File: config.mk
export PLATFORM = sky130hd
export DESIGN_NAME = spi_cmd_rx
export DESIGN_NICKNAME = d
export VERILOG_FILES = /design/src/rtl/spi_cmd_rx.sv
export SDC_FILE = /design/constraint.sdc
export NUM_CORES = 1
export LEC_CHECK = 0
export ABC_AREA = 1
export CAP_MARGIN = 20
export CORE_UTILIZATION = 46
export DETAILED_ROUTE_END_ITERATION = 6
export HOLD_SLACK_MARGIN = 0.06
export PLACE_DENSITY = 0.76
export SYNTH_ARGS = -nofsm -noshare
export SYNTH_HDL_FRONTEND = slang
export SYNTH_SLANG_ARGS = --single-unit
export TNS_END_PERCENT = 20
File: constraint.sdc
create_clock -name clk -period 1.4 [get_ports clk]
set_input_delay 0.28 -clock clk [delete_from_list [all_inputs] [get_ports clk]]
set_output_delay 0.28 -clock clk [all_outputs]
set_load 0.01 [all_outputs]
File: src/rtl/spi_cmd_rx.sv
// SPI-slave command receiver: oversampled SPI words feed a per-channel register file and a valid/ready stream.
// Optional SPI_CMD_RX_READBACK_EN adds an sdo port that returns the last committed word during the next frame.
module spi_cmd_rx #(
  parameter int DATA_W      = 16,
  parameter int ADDR_W      = 4,
  parameter int NUM_CH      = 8,
  parameter int SYNC_STAGES = 2,
  parameter int CPHA_RISE   = 1
) (
  input  logic                               clk,
  input  logic                               reset_n,
  input  logic                               sck,
  input  logic                               sdi,
  input  logic                               ss_n,
  output logic                               rx_valid,
  input  logic                               rx_ready,
  output logic [ADDR_W-1:0]                  rx_addr,
  output logic [DATA_W-ADDR_W-1:0]           rx_data,
  output logic [NUM_CH*(DATA_W-ADDR_W)-1:0]  ch_regs,
  output logic                               frame_err,
  output logic                               bad_addr,
  output logic                               overflow
`ifdef SPI_CMD_RX_READBACK_EN
  ,
  output logic                               sdo
`endif
);

  localparam int PW    = DATA_W - ADDR_W;
  localparam int CNT_W = $clog2(DATA_W + 1);
  localparam logic [ADDR_W:0] NUM_CH_L = (ADDR_W + 1)'(NUM_CH);

  typedef enum logic [1:0] {IDLE, SHIFT, COMMIT} state_t;

  state_t                 state_q, state_d;
  logic [SYNC_STAGES-1:0] sck_sync_q, sdi_sync_q, ss_sync_q;
  logic                   sck_prev_q, ss_prev_q;
  logic [CNT_W-1:0]       bit_cnt_q, bit_cnt_d;
  logic [DATA_W-1:0]      shift_q, shift_d;
  logic                   rx_valid_q, overflow_q, frame_err_q, bad_addr_q;
  logic [ADDR_W-1:0]      rx_addr_q;
  logic [PW-1:0]          rx_data_q;

  logic                   sck_s, sdi_s, ss_s;
  logic                   sample_edge, ss_fall, commit, frame_err_d, addr_ok;
  logic [DATA_W-1:0]      shifted;
  logic [ADDR_W-1:0]      word_addr;
  logic [PW-1:0]          word_data;

  always_ff @(posedge clk or negedge reset_n) begin
    if (!reset_n) begin
      sck_sync_q <= '0;
      sdi_sync_q <= '0;
      ss_sync_q  <= '0;
      sck_prev_q <= 1'b0;
      ss_prev_q  <= 1'b0;
    end else begin
      sck_sync_q <= {sck_sync_q[SYNC_STAGES-2:0], sck};
      sdi_sync_q <= {sdi_sync_q[SYNC_STAGES-2:0], sdi};
      ss_sync_q  <= {ss_sync_q[SYNC_STAGES-2:0], ss_n};
      sck_prev_q <= sck_s;
      ss_prev_q  <= ss_s;
    end
  end

  assign sck_s       = sck_sync_q[SYNC_STAGES-1];
  assign sdi_s       = sdi_sync_q[SYNC_STAGES-1];
  assign ss_s        = ss_sync_q[SYNC_STAGES-1];
  assign sample_edge = (CPHA_RISE != 0) ? (sck_s & ~sck_prev_q) : (~sck_s & sck_prev_q);
  // A frame only starts on a seen falling ss_n, so a select held low across reset is ignored.
  assign ss_fall     = ss_prev_q & ~ss_s;
  assign shifted     = {shift_q[DATA_W-2:0], sdi_s};
  assign word_addr   = shift_q[DATA_W-1 -: ADDR_W];
  assign word_data   = shift_q[PW-1:0];
  assign addr_ok     = {1'b0, word_addr} < NUM_CH_L;

  always_ff @(posedge clk or negedge reset_n) begin
    if (!reset_n) begin
      state_q   <= IDLE;
      bit_cnt_q <= '0;
      shift_q   <= '0;
    end else begin
      state_q   <= state_d;
      bit_cnt_q <= bit_cnt_d;
      shift_q   <= shift_d;
    end
  end

  always_comb begin
    state_d     = state_q;
    bit_cnt_d   = bit_cnt_q;
    shift_d     = shift_q;
    commit      = 1'b0;
    frame_err_d = 1'b0;
    case (state_q)
      IDLE: begin
        bit_cnt_d = '0;
        if (ss_fall) begin
          state_d = SHIFT;
          if (sample_edge) begin
            shift_d   = shifted;
            bit_cnt_d = CNT_W'(1);
          end
        end
      end
      SHIFT: begin
        if (ss_s) begin
          frame_err_d = (bit_cnt_q != '0);
          bit_cnt_d   = '0;
          state_d     = IDLE;
        end else if (sample_edge) begin
          shift_d = shifted;
          if (bit_cnt_q == CNT_W'(DATA_W - 1)) begin
            bit_cnt_d = CNT_W'(DATA_W);
            state_d   = COMMIT;
          end else begin
            bit_cnt_d = bit_cnt_q + CNT_W'(1);
          end
        end
      end
      COMMIT: begin
        commit    = 1'b1;
        bit_cnt_d = '0;
        if (ss_s) begin
          state_d = IDLE;
        end else begin
          state_d = SHIFT;
          if (sample_edge) begin
            shift_d   = shifted;
            bit_cnt_d = CNT_W'(1);
          end
        end
      end
      default: begin
        state_d   = IDLE;
        bit_cnt_d = '0;
      end
    endcase
  end

  // A held word wins over a new commit; the newcomer only reaches the register file.
  always_ff @(posedge clk or negedge reset_n) begin
    if (!reset_n) begin
      rx_valid_q  <= 1'b0;
      rx_addr_q   <= '0;
      rx_data_q   <= '0;
      overflow_q  <= 1'b0;
      frame_err_q <= 1'b0;
      bad_addr_q  <= 1'b0;
    end else begin
      frame_err_q <= frame_err_d;
      bad_addr_q  <= commit & ~addr_ok;
      if (commit && (!rx_valid_q || rx_ready)) begin
        rx_valid_q <= 1'b1;
        rx_addr_q  <= word_addr;
        rx_data_q  <= word_data;
      end else begin
        if (commit) overflow_q <= 1'b1;
        if (rx_valid_q && rx_ready) rx_valid_q <= 1'b0;
      end
    end
  end

  for (genvar g = 0; g < NUM_CH; g++) begin : g_ch
    logic [PW-1:0] ch_q;
    always_ff @(posedge clk or negedge reset_n) begin
      if (!reset_n) ch_q <= '0;
      else if (commit && word_addr == ADDR_W'(g)) ch_q <= word_data;
    end
    assign ch_regs[g*PW +: PW] = ch_q;
  end

  assign rx_valid  = rx_valid_q;
  assign rx_addr   = rx_addr_q;
  assign rx_data   = rx_data_q;
  assign overflow  = overflow_q;
  assign frame_err = frame_err_q;
  assign bad_addr  = bad_addr_q;

`ifdef SPI_CMD_RX_READBACK_EN
  logic              nonsample_edge;
  logic [DATA_W-1:0] rb_q, rb_sh;
  logic              sdo_q;

  assign nonsample_edge = (CPHA_RISE != 0) ? (~sck_s & sck_prev_q) : (sck_s & ~sck_prev_q);
  // Bit k of the stored word goes out after k bits of the current frame have been sampled.
  assign rb_sh          = rb_q << bit_cnt_q;

  always_ff @(posedge clk or negedge reset_n) begin
    if (!reset_n) begin
      rb_q  <= '0;
      sdo_q <= 1'b0;
    end else begin
      case (state_q)
        IDLE:    sdo_q <= ss_fall ? rb_q[DATA_W-1] : 1'b0;
        COMMIT: begin
          rb_q  <= shift_q;
          sdo_q <= ss_s ? 1'b0 : shift_q[DATA_W-1];
        end
        default: if (nonsample_edge && !ss_s) sdo_q <= rb_sh[DATA_W-1];
      endcase
    end
  end

  assign sdo = sdo_q;
`endif

endmodule

==> summary.md, run 1 <==
| Metric | Value |
|---|---|
| Post-route minimum period | `roughly 1.5 ns` |
| Max VDD drop | `~1.1 mV` |
| WL final | `between 15,000 and 20,000 µm` |
| RSZ-0062 raised after global routing | `yes` |
| Critical Path End Type | `flip-flop` |
| Leakage | `4.11 nW` |
| Capturing point of the worst reg2reg path | `shift_q[13]` |
| Fin. max-slew vios | `0` |
| Cell variety after synth | `22` |
| Power Total | `0.0105 W` |
| Buffers on Ports | `approximately 120` |
| Fin Clk Skew | `~0.009 ns` |
| Die area | `around 13,000 µm²` |
| DR WL/cell | `between 15 and 20 µm` |
| Met2 usage | `between 40% and 50%` |
| Dpl hpwl | `about 10000 µm` |
| Top cells by area, synth | `dfrtp_1, nand2_1, o21ai_0, nor2_1, a21oi_1` |
| GRT Util Overall | `between 20% and 30%` |
| Synth warnings | `0` |
| Most frequent CP cell | `nand2_1` |
| Cell Rows | `40` |
| Post-Syn Area | `about 5700 µm²` |
| Actual slew at the worst max-slew pin | `0.459 ns` |
| Met3 Use GR | `about 6.5%` |
| CTS tree | `built` |
| Clock Path Buffers | `2` |
| Share of the yosys chip area belonging to registers | `about two thirds` |
| Syn Inst Count | `about 600` |
| R2r startpoint | `state_q[1]` |
| Hold Path Class | `primary input to flip-flop` |
| Chip height | `113 µm` |
| Vias in the first global route | `4,771` |
| CP max-delay cell | `dfrtp_1` |
| R2R depth | `6` |
| P&R area growth vs syn | `43.1%` |
| Share of layout cells above drive strength 1 | `between 15 and 20%` |
| Synth top cells by count | `nand2_1, dfrtp_1, o21ai_0, nor2_1, inv_1` |
| Avg Cell Area, Syn | `9.72 µm²` |
| I/O pin count | `between 100 and 150` |
| Cell with the most instances after synthesis | `nand2_1` |
| First-pass GRT wire length | `~24,000 µm` |
| Fmax | `roughly 0.7 GHz` |
| Worst-path fanout max | `8` |
| Gr ovfl total | `0` |
| Primary FF master, synth | `dfrtp_1` |
| Hold Violations, Final | `0` |
| DP Worst Slack | `-0.111 ns` |
| CTS buffer count | `17` |
| Largest net degree at the start of global routing | `43` |
| Synth Register Bits | `147` |
| DIE WIDTH | `between 100 and 150 µm` |
| Nets | `approximately 760` |
| Final Core Density | `about two thirds` |
| MaxCap Viol Count | `0` |
| N_diodes | `0` |
| Number of flops mapped to enable cells by yosys | `0` |
| Via density | `~5.4` |
| Outcome | `complete, but fails checks` |
| Core area | `between 10,000 and 15,000 µm²` |
| Drt first-iter violations | `around 400` |
| Clk root buf | `clkbuf_16` |
| Period utilization | `105%` |
| Gr busiest metal | `met2` |
| Hold depth | `1` |
| H-tree levels | `4` |
| Count of final setup violators | `26` |
| Startpoint types | `flip-flop` |
| Buffer and inverter count on the worst path | `1` |
| CP Cell Sequence | `inv_2 > ha_4 > o21ai_4 > nand3_4 > nand2_1 > nand2_1` |
| GR Layer Usage met1 | `33.6%` |
| Hold Path End | `ss_sync_q[0]` |
| Final worst slack | `-0.0653 ns` |
| Initial Util | `47.2%` |
| Global placement routability congestion | `roughly 0.87` |
| Ys async rst share | `100%` |
| Crit-path max cell delay | `between 0.4 and 0.5 ns` |
| Failing checks | `setup timing` |
| Slew HR | `a little over two thirds` |
| Hold Startpoint | `ss_n` |
| Synth top area share | `64.9%` |
| Via count | `about 4,800` |
| Top cell type by total area after synthesis | `dfrtp_1` |
| Worst-path clk slew | `approximately 0.060 ns` |
| PwrDens | `~1300 nW/µm²` |
| Reg-to-reg slack, setup | `-0.07 ns` |
| Clock latency reported for the late side of the worst-skew pair | `0.42 ns` |
| Routed Antenna Nets | `0` |
| Sinks on Clock Net | `about 150` |
| Crit path DAT | `1.77 ns` |
| Crit path kind | `flip-flop to flip-flop` |
| Syn nets | `596` |
| Initial antenna violation count | `0` |
| Delay-heaviest family, CP | `flip-flops` |
| DRT Pass-1 Iters | `5` |
| Remaining DRCs | `0` |
| CP Data Required Time | `1.71 ns` |
[power breakdown]
group / total [W] / switching [W] / internal, W
Combinational: 0.00137 / 0.000935 / 0.000432
Clock: 0.00465 / 0.00175 / 0.00290
Sequential: 0.00452 / 0.000155 / 0.00436
[cells by family (layout without fill, tap and decap cells)]
group,after synthesis,in the layout,synth area share [%]
flip-flops,147,147,64.9
AND/OR/NAND/NOR,251,252,18.4
adder cells (fa/ha/maj),7,7,1.55
AO/OA/AOI/OAI,119,119,10.7
buffers and inverters,59,230,4.44
[layer usage]
layer	vias to the layer above	routed length, µm
met5	-	0
met4	0	174
met3	18	1060
met2	229	7420
met1	2378	6600
li1	2221	-
[flip-flops by register name (all words and copies together), names as in the netlist]
register    cells
g_ch.ch_q      96
shift_q        16
rx_data        12
bit_cnt_q       5
rx_addr         4
sck_sync_q      2
sdi_sync_q      2
ss_sync_q       2
state_q         2
bad_addr        1
frame_err       1
overflow        1
rx_valid        1
sck_prev_q      1
ss_prev_q       1
[cell type report]
class	count	area [µm²]
multi-input cells	378	1880
repair buffers	167	1640
clock buffers	20	457
well taps	147	184
clock inverters	12	155
fillers	912	3910
inverters	31	116
flip-flops and latches	147	3680
[cells in the final DEF (no fill, tap or decap), drive strengths merged]
cell,synthesis,routed
o22ai,1,1
nand4,20,20
buf,18,46
nor2,42,42
o21ai,90,90
clkdlybuf4s15,0,78
a21oi,26,26
dlygate4sd3,0,1
inv,31,32
nand2,179,179
clkinvlp,0,2
dlygate4sd2,0,38
bufinv,0,3
clkinv,0,6
clkbuf,10,20
ha,7,7
a31oi,1,1
dfrtp,147,147
nand3,10,11
a31o,1,1
clkdlybuf4s50,0,4
[metrics by stage]
stage	hold slack, ns	cells	instance area (µm²)	setup TNS (ns)
finish	0.303	902	8110	-1.16
global route	0.282	902	8110	-5.57
CTS	0.284	899	7920	-0.792
detailed placement	0.210	861	7360	-4.01
global placement	0.204	861	7360	-0.900
floorplan	-0.0156	583	5730	-0.0916
[what timing repair did]
| item | 4_1_cts | 5_1_grt |
|---|---|---|
| cloned | 0 | 1 |
| endpoints found under the setup margin | 222 | 173 |
| endpoints found under the hold margin | 32 | 0 |
| resized for setup | 135 | 102 |
| hold buffers | 1 | 0 |
| pin swaps | 4 | 11 |
| setup buffers | 5 | 2 |
[worst max-delay path by stage]
stage | cells past startpoint | from | to | slack [ns]
6_report | 6 | state_q[1] | shift_q[13] | -0.07
2_1_floorplan | 7 | state_q[0] | g_ch[2].ch_q[10] | -0.006
5_1_grt | 10 | bit_cnt_q[0] | state_q[0] | -0.17
3_3_place_gp | 8 | state_q[0] | g_ch[7].ch_q[4] | -0.03
3_5_place_dp | 8 | state_q[0] | g_ch[3].ch_q[7] | -0.11
4_1_cts | 7 | state_q[1] | shift_q[4] | -0.07
No activity file was read; power rests on OpenSTA's default activity.
==> run 2, diff against run 1 <==
--- a/config.mk
+++ b/config.mk
@@ -7,6 +7,7 @@
 export LEC_CHECK = 0
 export ABC_AREA = 1
 export CAP_MARGIN = 20
+export CORE_MARGIN = 4
 export CORE_UTILIZATION = 46
 export DETAILED_ROUTE_END_ITERATION = 6
 export HOLD_SLACK_MARGIN = 0.06
==> run 2 against run 1 <==
The flow still finishes with violations (setup timing). Non-clock buffer count increased by 10. Register-to-register slack got worse by 0.14 ns. Global-route usage decreased by 2.9 points. Largest cell class unchanged. Highest routed layer unchanged.
==> summary.md, run 2 (same netlist as run 1, synthesis figures left out) <==
| Metric | Value |
|---|---|
| Outcome | `complete, but fails checks` |
| Failing checks | `setup timing` |
| Crit-path max cell delay | `between 0.4 and 0.5 ns` |
| Most common cell after layout, fill and taps aside | `nand2_1` |
| CTS buffer count | `17` |
| P&R area growth vs syn | `48.4%` |
| Final worst slack | `-0.208 ns` |
| DRT Pass-1 Iters | `5` |
| Period utilization | `115%` |
| DIE WIDTH | `119 µm` |
| CP Cell Sequence | `ha_2 > nand2_2 > nor2_2 > ha_2 > nor2_2 > nand2_2 > nand2_1 > nor2_1 > nand2_1 > nand2_1` |
| H-tree levels | `4` |
| I/O pin count | `around 120` |
| First-pass GRT wire length | `roughly 25,000 µm` |
| Via count | `approximately 5,000` |
| Via density | `5.47` |
| Initial Util | `a little under half` |
| Setup Total Neg Slack | `-5.07 ns` |
| PwrDens | `1300 nW/µm²` |
| Final Non-Filler Cells | `around 910` |
| Sinks on Clock Net | `roughly 150` |
| Most frequent CP cell | `nand2_1` |
| N_diodes | `0` |
| Fmax | `a little over 0.6 GHz` |
| Drt first-iter violations | `roughly 500` |
| Remaining DRCs | `0` |
| Startpoint types | `flip-flop` |
| Gr ovfl total | `0` |
| Dpl hpwl | `10,400 µm` |
| Chip height | `119 µm` |
| Largest Register | `g_ch.ch_q` |
| Hold Startpoint | `sck` |
| Buffer and inverter count on the worst path | `0` |
| Share of layout cells above drive strength 1 | `roughly a fifth` |
| Final hold slack | `0.292 ns` |
| Met2 usage | `34.6%` |
| Most frequent cells in the layout | `nand2_1, dfrtp_1, clkdlybuf4s15_1` |
| GR Layer Usage met1 | `approximately 31%` |
| Clock latency reported for the late side of the worst-skew pair | `approximately 0.43 ns` |
| Hold Violations, Final | `0` |
| Clk root buf | `clkbuf_16` |
| Count of final setup violators | `73` |
| Worst-path fanout max | `4` |
| Worst-path clk slew | `roughly 0.060 ns` |
| Reg-to-reg slack, setup | `-0.21 ns` |
| R2r startpoint | `bit_cnt_q[1]` |
| DP Worst Slack | `-0.133 ns` |
| Delay-heaviest family, CP | `simple AND/OR/NAND/NOR gates` |
| WL final | `16,600 µm` |
| Placed cell count | `a little under 900` |
| Gr busiest metal | `met2` |
| Global placement routability congestion | `around 0.84` |
| Vias in the first global route | `about 4,800` |
| Routed Antenna Nets | `0` |
| Fin Clk Skew | `between 0.01 and 0.015 ns` |
| Initial antenna violation count | `0` |
| Cell Rows | `40` |
| Crit path DAT | `1.97 ns` |
| CTS tree | `built` |
| CP max-delay cell | `dfrtp_1` |
| Filler cell count | `812` |
| Final Core Density | `between 70% and 80%` |
| Core area | `12,000 µm²` |
| DR WL/cell | `18.2 µm` |
| Leakage | `between 4 and 5 nW` |
| Post-route minimum period | `between 1.5 and 2 ns` |
| Actual slew at the worst max-slew pin | `approximately 0.5 ns` |
| Nets | `roughly 770` |
| GRT Util Overall | `between 20% and 30%` |
| Met3 Use GR | `under 10%` |
| Clock Path Buffers | `2` |
| Largest net degree at the start of global routing | `45` |
| RSZ-0062 raised after global routing | `yes` |
| CP Launch Point | `bit_cnt_q[1]` |
| Max VDD drop | `0.695 mV` |
| Critical Path End Type | `flip-flop` |
| Max reg flops | `96` |
| Buffers on Ports | `121` |
| Die area | `14,200 µm²` |
| Fin. max-slew vios | `0` |
| Hold Path Class | `primary input to flip-flop` |
| CP Data Required Time | `about 1.8 ns` |
| Slew HR | `a little under 70%` |
| MaxCap Viol Count | `0` |
| Crit path kind | `flip-flop to flip-flop` |
[run 2: cell types whose count changed in the layout (fill, tap and decap cells not counted), moves of 4 or more]
cell             delta
dlygate4sd2_1      -20
clkdlybuf4s15_1    +16
a21oi_1            -12
a21oi_2            +10
nor2_1              -7
o21ai_1             +6
nor2_4              +5
o21ai_0             -5
buf_4               +4
clkbuf_16           +4
clkbuf_2            +4
[run 2: metal layers]
layer / vias up / wire length, µm
met1: 2433 / 6780
met5: - / 0
met4: 0 / 327
met2: 273 / 8150
met3: 32 / 1340
li1: 2250 / -
[run 2: worst register-to-register path: stages (launching register included)]
cell and delay, ns:
dfrtp_1 0.41, ha_2 0.22, nand2_2 0.08, nor2_2 0.14, ha_2 0.20, nor2_2 0.04, nand2_2 0.13, nand2_1 0.08
nor2_1 0.13, nand2_1 0.06, nand2_1 0.06
[run 2: per-stage QoR]
stage               total power, W  area, µm²
floorplan                  0.00517       5730
global route                0.0113       8410
global placement           0.00574       7370
CTS                         0.0107       7940
detailed placement         0.00578       7370
finish                      0.0109       8410
[run 2: final cells by class]
| type | count | area (µm²) | area share (%) |
|---|---|---|---|
| clock buffers | 19 | 453 | 5.39 |
| clock inverters | 13 | 195 | 2.32 |
| inverters | 31 | 121 | 1.44 |
| multi-input cells | 378 | 1990 | 23.6 |
| flip-flops and latches | 147 | 3680 | 43.8 |
| well taps | 147 | 184 | 2.19 |
| repair buffers | 177 | 1790 | 21.3 |
[run 2: final timing paths]
| path | cells after the start | end |
|---|---|---|
| max reg2reg | 10 | state_q[0] |
| max | 10 | state_q[0] |
| min reg2reg | 0 | sck_sync_q[1] |
| max in group asynchronous | 3 | bit_cnt_q[4] |
| min in group asynchronous | 2 | rx_data[10] |
| min | 1 | sck_sync_q[0] |
[run 2: where the power goes]
part	internal, W	switching [W]	leakage (nW)
Combinational	0.000465	0.000976	1.78
Clock	0.00310	0.00184	0.307
Sequential	0.00436	0.000160	2.03
Total	0.00793	0.00297	4.12
[run 2: repair_timing]
| item | in CTS | in global routing |
|---|---|---|
| buffers inserted | 3 | 5 |
| hold buffers | 1 | 0 |
| setup endpoints to repair | 205 | 190 |
| endpoints found under the hold margin | 38 | 0 |
| cloned | 0 | 6 |
| resized for setup | 139 | 163 |
| pin swaps | 3 | 28 |
==> run 3, diff against run 2 <==
--- a/config.mk
+++ b/config.mk
@@ -9,6 +9,7 @@
 export CAP_MARGIN = 20
 export CORE_MARGIN = 4
 export CORE_UTILIZATION = 46
+export CTS_CLUSTER_SIZE = 20
 export DETAILED_ROUTE_END_ITERATION = 6
 export HOLD_SLACK_MARGIN = 0.06
 export PLACE_DENSITY = 0.76
==> results of run 3 <==
The final DEF is identical to that of run 2; final timing and power are the same.
